$ cat config.mk
export PLATFORM = sky130hd
export DESIGN_NAME = bin2bcd_seq_flat
export DESIGN_NICKNAME = d
export VERILOG_FILES = /design/src/rtl/bin2bcd_seq_if.sv /design/src/rtl/bin2bcd_seq.sv /design/src/flat_wrapper.sv
export SDC_FILE = /design/constraint.sdc
export NUM_CORES = 1
export LEC_CHECK = 0
export ABC_AREA = 0
export CELL_PAD_IN_SITES_DETAIL_PLACEMENT = 0
export CELL_PAD_IN_SITES_GLOBAL_PLACEMENT = 1
export CORE_MARGIN = 3
export CORE_UTILIZATION = 32
export CTS_BUF_LIST = sky130_fd_sc_hd__clkbuf_2
export DETAILED_ROUTE_END_ITERATION = 7
export PLACE_DENSITY_LB_ADDON = 0.1
export SYNTH_ARGS = -nofsm -noshare
export SYNTH_HDL_FRONTEND = slang
export SYNTH_SLANG_ARGS = --single-unit
$ cat constraint.sdc
create_clock -name clk -period 2.45 [get_ports clk]
set_input_delay 0.49 -clock clk [delete_from_list [all_inputs] [get_ports clk]]
set_output_delay 0.49 -clock clk [all_outputs]
set_load 0.01 [all_outputs]
$ cat src/rtl/bin2bcd_seq_if.sv
// Start/busy/done handshake bundle between the counter stage (master) and
// the sequential binary-to-BCD converter (slave).
interface bin2bcd_seq_if #(
  parameter int WIDTH  = 8,
  parameter int DIGITS = 3
);
  logic                  start;
  logic [WIDTH-1:0]      bin;
  logic                  busy;
  logic                  done;
  logic [4*DIGITS-1:0]   bcd;

  // Requester: issues start with a value, watches busy/done and reads bcd.
  modport master (
    output start,
    output bin,
    input  busy,
    input  done,
    input  bcd
  );

  // Converter: samples start/bin, reports progress and the result.
  modport slave (
    input  start,
    input  bin,
    output busy,
    output done,
    output bcd
  );
endinterface

$ cat src/rtl/bin2bcd_seq.sv
// Sequential binary-to-BCD converter (shift-and-add-3 / double-dabble).
// A snapshot of bin is taken on an accepted start and converted over WIDTH
// shift cycles; the result is published on bcd together with a one-cycle
// done pulse. bcd only ever shows completed results (or zero after reset).
module bin2bcd_seq #(
  parameter int WIDTH  = 8,
  parameter int DIGITS = 3
) (
  input  logic          clk,
  input  logic          rst,
  bin2bcd_seq_if.slave  bus
);

  localparam int ITER_W = $clog2(WIDTH + 1);
  localparam int BCD_W  = 4 * DIGITS;

  typedef enum logic [1:0] {
    IDLE  = 2'd0,
    SHIFT = 2'd1,
    DONE  = 2'd2
  } state_t;

  // Add 3 to every BCD digit that is 5 or more; digits are independent,
  // so no carry ever crosses a nibble boundary.
  function automatic logic [BCD_W-1:0] add3_digits(input logic [BCD_W-1:0] s);
    logic [BCD_W-1:0] r;
    r = s;
    for (int k = 0; k < DIGITS; k++) begin
      if (s[4*k +: 4] >= 4'd5) begin
        r[4*k +: 4] = s[4*k +: 4] + 4'd3;
      end else begin
        r[4*k +: 4] = s[4*k +: 4];
      end
    end
    return r;
  endfunction

  state_t                state;
  logic [WIDTH-1:0]      shift_reg;
  logic [BCD_W-1:0]      scratch;
  logic [ITER_W-1:0]     iter;
  logic [BCD_W-1:0]      bcd_result;
  logic                  busy_flag;
  logic                  done_flag;

  logic [BCD_W-1:0]      adjusted;
  logic [BCD_W+WIDTH-1:0] shifted;
  logic [BCD_W-1:0]      scratch_next;
  logic [WIDTH-1:0]      shift_next;
  logic                  last_iter;

  // One double-dabble step: correct digits, then shift {scratch,shift_reg} left.
  always_comb begin
    adjusted     = add3_digits(scratch);
    shifted      = {adjusted, shift_reg} << 1;
    scratch_next = shifted[BCD_W+WIDTH-1:WIDTH];
    shift_next   = shifted[WIDTH-1:0];
    if (iter == ITER_W'(WIDTH - 1)) begin
      last_iter = 1'b1;
    end else begin
      last_iter = 1'b0;
    end
  end

  // Control FSM with registered busy/done/bcd; DONE may chain straight into
  // a new conversion so back-to-back throughput is one result per WIDTH+1 cycles.
  always_ff @(posedge clk or posedge rst) begin
    if (rst) begin
      state      <= IDLE;
      shift_reg  <= {WIDTH{1'b0}};
      scratch    <= {BCD_W{1'b0}};
      iter       <= {ITER_W{1'b0}};
      bcd_result <= {BCD_W{1'b0}};
      busy_flag  <= 1'b0;
      done_flag  <= 1'b0;
    end else begin
      case (state)
        IDLE, DONE: begin
          if (bus.start) begin
            state     <= SHIFT;
            shift_reg <= bus.bin;
            scratch   <= {BCD_W{1'b0}};
            iter      <= {ITER_W{1'b0}};
            busy_flag <= 1'b1;
            done_flag <= 1'b0;
          end else begin
            state     <= IDLE;
            busy_flag <= 1'b0;
            done_flag <= 1'b0;
          end
        end
        SHIFT: begin
          // start is deliberately ignored here: no restart, no queuing.
          shift_reg <= shift_next;
          scratch   <= scratch_next;
          iter      <= iter + ITER_W'(1);
          if (last_iter) begin
            state      <= DONE;
            bcd_result <= scratch_next;
            busy_flag  <= 1'b0;
            done_flag  <= 1'b1;
          end else begin
            state     <= SHIFT;
            busy_flag <= 1'b1;
            done_flag <= 1'b0;
          end
        end
        default: begin
          state     <= IDLE;
          busy_flag <= 1'b0;
          done_flag <= 1'b0;
        end
      endcase
    end
  end

  assign bus.busy = busy_flag;
  assign bus.done = done_flag;
  assign bus.bcd  = bcd_result;

endmodule

$ cat src/flat_wrapper.sv
// flat-port wrapper written by rule: the top's interface ports become plain ports
module bin2bcd_seq_flat 
#(
  parameter int WIDTH  = 8,
  parameter int DIGITS = 3
)
  (clk, rst, bus_start, bus_bin, bus_busy, bus_done, bus_bcd);
  bin2bcd_seq_if #(.WIDTH(WIDTH), .DIGITS(DIGITS)) bus_i ();
  input  logic clk;
  input  logic rst;
  input wire logic [$bits(bus_i.start)-1:0] bus_start;
  input wire logic [$bits(bus_i.bin)-1:0] bus_bin;
  output wire logic [$bits(bus_i.busy)-1:0] bus_busy;
  output wire logic [$bits(bus_i.done)-1:0] bus_done;
  output wire logic [$bits(bus_i.bcd)-1:0] bus_bcd;
  assign bus_i.start = bus_start;
  assign bus_i.bin = bus_bin;
  assign bus_busy = bus_i.busy;
  assign bus_done = bus_i.done;
  assign bus_bcd = bus_i.bcd;
  bin2bcd_seq #(.WIDTH(WIDTH), .DIGITS(DIGITS)) u_core (.clk(clk), .rst(rst), .bus(bus_i));
endmodule
# [Word-level counts from Yosys, hierarchy flattened]
# Index checks and enable logic that the tools add are counted.
[totals] register_bits=40 inputBits=11 output_inout_bits=14 wordCells=41
[op_classes] addsub=4 order_cmp=3 n_eq_ne=4 mux=18 reduce_logical=5
[op_table] op="$pmux 12 s2" count=1
[op_table] op="$pmux 8 s2" count=1
[op_table] op="$ge 4x3->1 const B" count=3
[op_table] op="$mux 12" count=1
[op_table] op="$mux 4" count=3
[op_table] op="$add 4x2->4 const B" count=2
[op_table] op="$mux 8" count=1
[op_table] op="$pmux 4 s2" count=1
[op_table] op="$mux 1" count=6
[op_table] op="$add 4x1->4 const B" count=1
[op_table] op="$eq 4x3->1 const B" count=1
[op_table] op="$pmux 2 s2" count=1
[op_table] op="$reduce_and 2->1" count=2
[op_table] op="$add 3x2->3 const B" count=1
[op_table] op="$mux 3" count=1
[op_table] op="$eq 2x1->1 const B" count=1
[op_table] op="$eq 2x2->1 const B" count=1
[op_table] op="$logic_not 2->1" count=1
[op_table] op="$mux 2" count=1
[op_table] op="$ne 2x2->1 const B" count=1
[op_table] op="$pmux 1 s2" count=1
[op_table] op="$reduce_bool 2->1" count=1
[op_table] op="$reduce_or 2->1" count=1

# [Longest topological paths before layout]
[depth] word_depth=4 depth_mapped=6 mapped_depth_nobuf=6

# [Least setup slack after synthesis]
# OpenSTA, ideal clock, no wires.
[synth_timing] path_kind="reg-to-reg" startpoint="reg u_core.scratch[0]" endpoint="reg u_core.scratch[2]" setup_ps=83 arrival_time_ps=1446 required_ps=2367 setup_slack_ps=921 path_stages_with_launch=7 n_path_buf=0 synth_period_minus_slack_ps=1529 cell_sequence="dfrtp_1 -> inv_1 -> ha_1 -> nand2b_1 -> a21oi_1 -> mux2_2 -> o21ai_0"
[synth_via] elab_chain_cells=3 elab_cells_between_ends=4 cone_classes="add/sub: 1; order compare: 1; mux: 2"
[synth_rtl] item="from (decl)" line="bin2bcd_seq.sv:40" source="logic [BCD_W-1:0] scratch;"
[synth_rtl] item="from (signal assigned)" line="bin2bcd_seq.sv:71" source="scratch <= {BCD_W{1'b0}};"
[synth_rtl] item="from (signal assigned)" line="bin2bcd_seq.sv:82" source="scratch <= {BCD_W{1'b0}};"
[synth_rtl] item="from (signal assigned)" line="bin2bcd_seq.sv:95" source="scratch <= scratch_next;"
[synth_rtl] item="$add 4x2->4 or $ge 4x3->1 (tied branches)" line="bin2bcd_seq.sv:30, bin2bcd_seq.sv:29"
[synth_rtl] item="$mux 4 *" line="bin2bcd_seq.sv:29" source="if (s[4*k +: 4] >= 4'd5) begin"
[synth_rtl] item="$pmux 12 s2 *" line="bin2bcd_seq.sv:77" source="case (state)"
# Mark *: on every way between the ends. The rest lies on a longest branch, timed or not.
# A chain may end at the register's enable or synchronous reset.

==> qor_table.md <==
| Quantity | Value |
|:---|:---|
| Post-synthesis simple-gate area fraction | 14.8% |
| Quantity of hold-fixing buffers added after cts | 0 |
| Library cell contributing the largest single delay on the critical path | clkdlybuf4s50_1 |
| Post-route minimum period | 1860 ps |
| Actual slew at the worst max-slew pin | 493 ps |
| Net count after synthesis | 184 |
| Leakage dissipation | 0.943 nW |
| Share of synthesized registers carrying an async set or reset | 100% |
| Share of Yosys cell area claimed by the top area cell type | 53.8% |
| Seq/Total Area, Yosys | 53.8% |
| Hold Path Class | in -> async |
| Critical path launch point type | flip-flop |
| Critical Path Fanout Max | 5 |
| Number of buffers inserted during clock tree synthesis | 5 |
| Minimum setup slack after placement | 606 ps |
| Cell count of the worst reg-to-reg path | 4 |
| Iteration-0 DRC Markers | 35 |
| Multiplexer share of the synthesized area | 5.59% |
| Beginning of the worst register-to-register path | u_core.bus.done$_DFF_PP0_ |
| Initial DRT Pass Iterations | 4 |
| Clock Latency Late Sink | 380 ps |
| GR Util All Layers | 12.1% |
| Combined area of all synthesized cells | 1770 um^2 |
| Depth of the critical timing path with buffers and inverters included | 1 |
| Flip-flop and latch count after synthesis | 38 |
| Remaining DRCs | 0 |
| TritonCTS sink count | 38 |
| Number of ports placed on the die boundary | 25 |
| Library cell occupying the most area in the post-synthesis netlist | dfrtp_1 |
| Post-DP HPWL | 2.33 mm |
| Worst path max stage delay | 560 ps |
| Buffers inserted by post-CTS timing repair | 0 |
| Final number of hold-violating endpoints | 0 |
| Worst Path Arrival | 1370 ps |
| Global route total overflow | 0 |
| FF+latch area | 951 um^2 |
| Worst setup path start | u_core.state[0]$_DFF_PP0_ |
| Clock buffer depth | 2 |
| Largest net degree at the start of global routing | 39 |
| Reg2Reg Capture Point | u_core.bus.bcd[10]$_DFFE_PP0P_ |
| Wirelength, routed | 3.39 mm |
| Fraction of layout cells with a size suffix above 1 | 12.2% |
| Multi-input gate area in the final layout | 743 um^2 |
| Post-synthesis compound-gate area fraction | 15.2% |
| Fillcell total | 535 |
| Final setup violation count | 0 |
| Die Y | 80.3 um |
| Total Nets Final | 213 |
| Vias after detailed routing | 1,289 |
| Termination of the worst setup path | bus_busy |
| Port Buffer Count | 24 |
| Total of warnings raised by yosys | 0 |
| Final Slew Violations | 0 |
| Max cap viols | 0 |
| Number of antenna violations at the first check in global routing | 0 |
| Main area contributors after synthesis | dfrtp_1 (54%), nand2_1 (5.1%), ha_1 (5.0%), mux2_2 (4.5%), a22o_1 (4.0%) |
| Most common library cells after synthesis | dfrtp_1 (38), nand2_1 (24), o21ai_0 (13) |
| CP cell instances | clkdlybuf4s50_1 |
| Starting utilization of the core area | 33.7% |
| Share of synthesized cell area in full adder, half adder and majority cells | 4.96% |
| Post-synthesis average cell area | 10.6 um^2 |
| Maximum clock frequency | 537 MHz |
| WS Path Type | reg -> out |
| CTS tree | yes |
| Top-count cell post-synth | dfrtp_1 |
| Setup Total Neg Slack | 0 ps |
| Setup repair after global routing missed its margin | false |
| Cts repair resizes | 0 |
| Worst setup slack for register-to-register paths | 740 ps |
| Routability Congestion | 0.753 |
| Number of global-route vias before repair | 1,311 |
| Headroom to the max-slew limit | 67.1% |
| Detailed-route wire length per cell | 12.7 um |
| Std cell rows | 26 |
| Final worst slack | 589 ps |
| Synth Area in XOR/XNOR | 1.49% |
| Leading register cell type out of synthesis | dfrtp_1 |
| Drt via density | 4.85 |
| Post-synth EDFFs | 0 |
| Post-route ant nets | 0 |
| Power density cells | 1300 nW/um^2 |
| Run status | finished clean |
| Number of buffers and inverters on the critical path | 1 |
| CP required | 1960 ps |
| Share of the cycle needed by the critical path after routing | 76.0% |
| Post-Route Skew | 20.2 ps |
| Wire length of the first global-routing pass | 6.01 mm |
| Number of diodes | 0 |
| Synth-to-layout area growth | 20.4% |
| Maximum resistive drop on vdd | 0.469 mV |
| Combinational family with the most area after synthesis | compound AO/OA/AOI/OAI gates |
| Number of H-tree branching levels | 2 |
| Cell family with most CP delay | buffers and inverters |
| Post-Synthesis Cells | 166 |
| Clk pin slew, worst setup/hold paths | 200 ps |
| Kind of capture point of the worst setup path | output pin |
| Cell at the root of the clock tree | clkbuf_2 |
| Netlist cell types | 24 |
| CORE AREA | 5240 um^2 |
| Overall die width | 80.3 um |
| Floorplan die area | 6450 um^2 |
## routing by layer
metal	wire length [um]	global-route usage (%)
met1	1530	15.1
met3	136	3.36
met4	45	5.07
met2	1680	19.7
met5	0	0
## final cells by class
class	instances	share of cell area [%]
clock buffer	5	1.18
multi-input combinational	114	34.9
inverter	7	1.24
sequential	38	44.7
tap	70	4.12
timing repair buffer	29	13.1
clock inverter	3	0.765
## cell usage in the layout (no fill, tap or decap), types with 4 or more instances in the layout
master | netlist | final
nand2_1 | 24 | 24
a21oi_1 | 11 | 11
inv_1 | 7 | 7
nor3b_1 | 5 | 5
buf_4 | 0 | 5
nor2_1 | 8 | 8
dfrtp_1 | 38 | 38
nand3_1 | 4 | 4
clkbuf_2 | 0 | 5
a22oi_1 | 7 | 7
clkdlybuf4s50_1 | 0 | 24
a22o_1 | 8 | 8
nand2b_1 | 5 | 5
o21ai_0 | 13 | 13
ha_1 | 7 | 7
mux2_2 | 7 | 7
## stage by stage
step	std cells	util (%)	total power (W)	area (um^2)	hold slack, ps
5_1_grt	266	40.6	0.00305	2130	492
2_1_floorplan	166	-	0.00207	1770	446
4_1_cts	266	40.6	0.00281	2130	477
6_report	266	40.6	0.00277	2130	492
3_3_place_gp	258	39.8	0.00249	2090	467
3_5_place_dp	258	39.8	0.00253	2090	471
## worst min path at each step
stage / end / from / depth (start not counted)
global route: u_core.shift_reg[3]$_DFFE_PP0P_ / rst / 3
finish: u_core.shift_reg[3]$_DFFE_PP0P_ / rst / 3
floorplan: u_core.shift_reg[1]$_DFFE_PP0P_ / u_core.shift_reg[1]$_DFFE_PP0P_ / 2
detailed placement: u_core.shift_reg[6]$_DFFE_PP0P_ / u_core.shift_reg[6]$_DFFE_PP0P_ / 2
CTS: u_core.shift_reg[3]$_DFFE_PP0P_ / rst / 3
global placement: u_core.shift_reg[6]$_DFFE_PP0P_ / u_core.shift_reg[6]$_DFFE_PP0P_ / 2
## cells by family after synthesis
family | after synthesis
AOI/OAI and AO/OA | 42
xor gates and xnor gates | 3
adders and majority gates | 7
buffers and inverters | 14
DFF | 38
muxes | 9
and+or+nand+nor | 53
## power by group
part | switching (W) | internal, W
clock | 0.000205 | 0.0000653
combinational | 0.000684 | 0.000676
sequential | 0.000218 | 0.000918
total | 0.00111 | 0.00166
(Power assumes the default switching activity.)
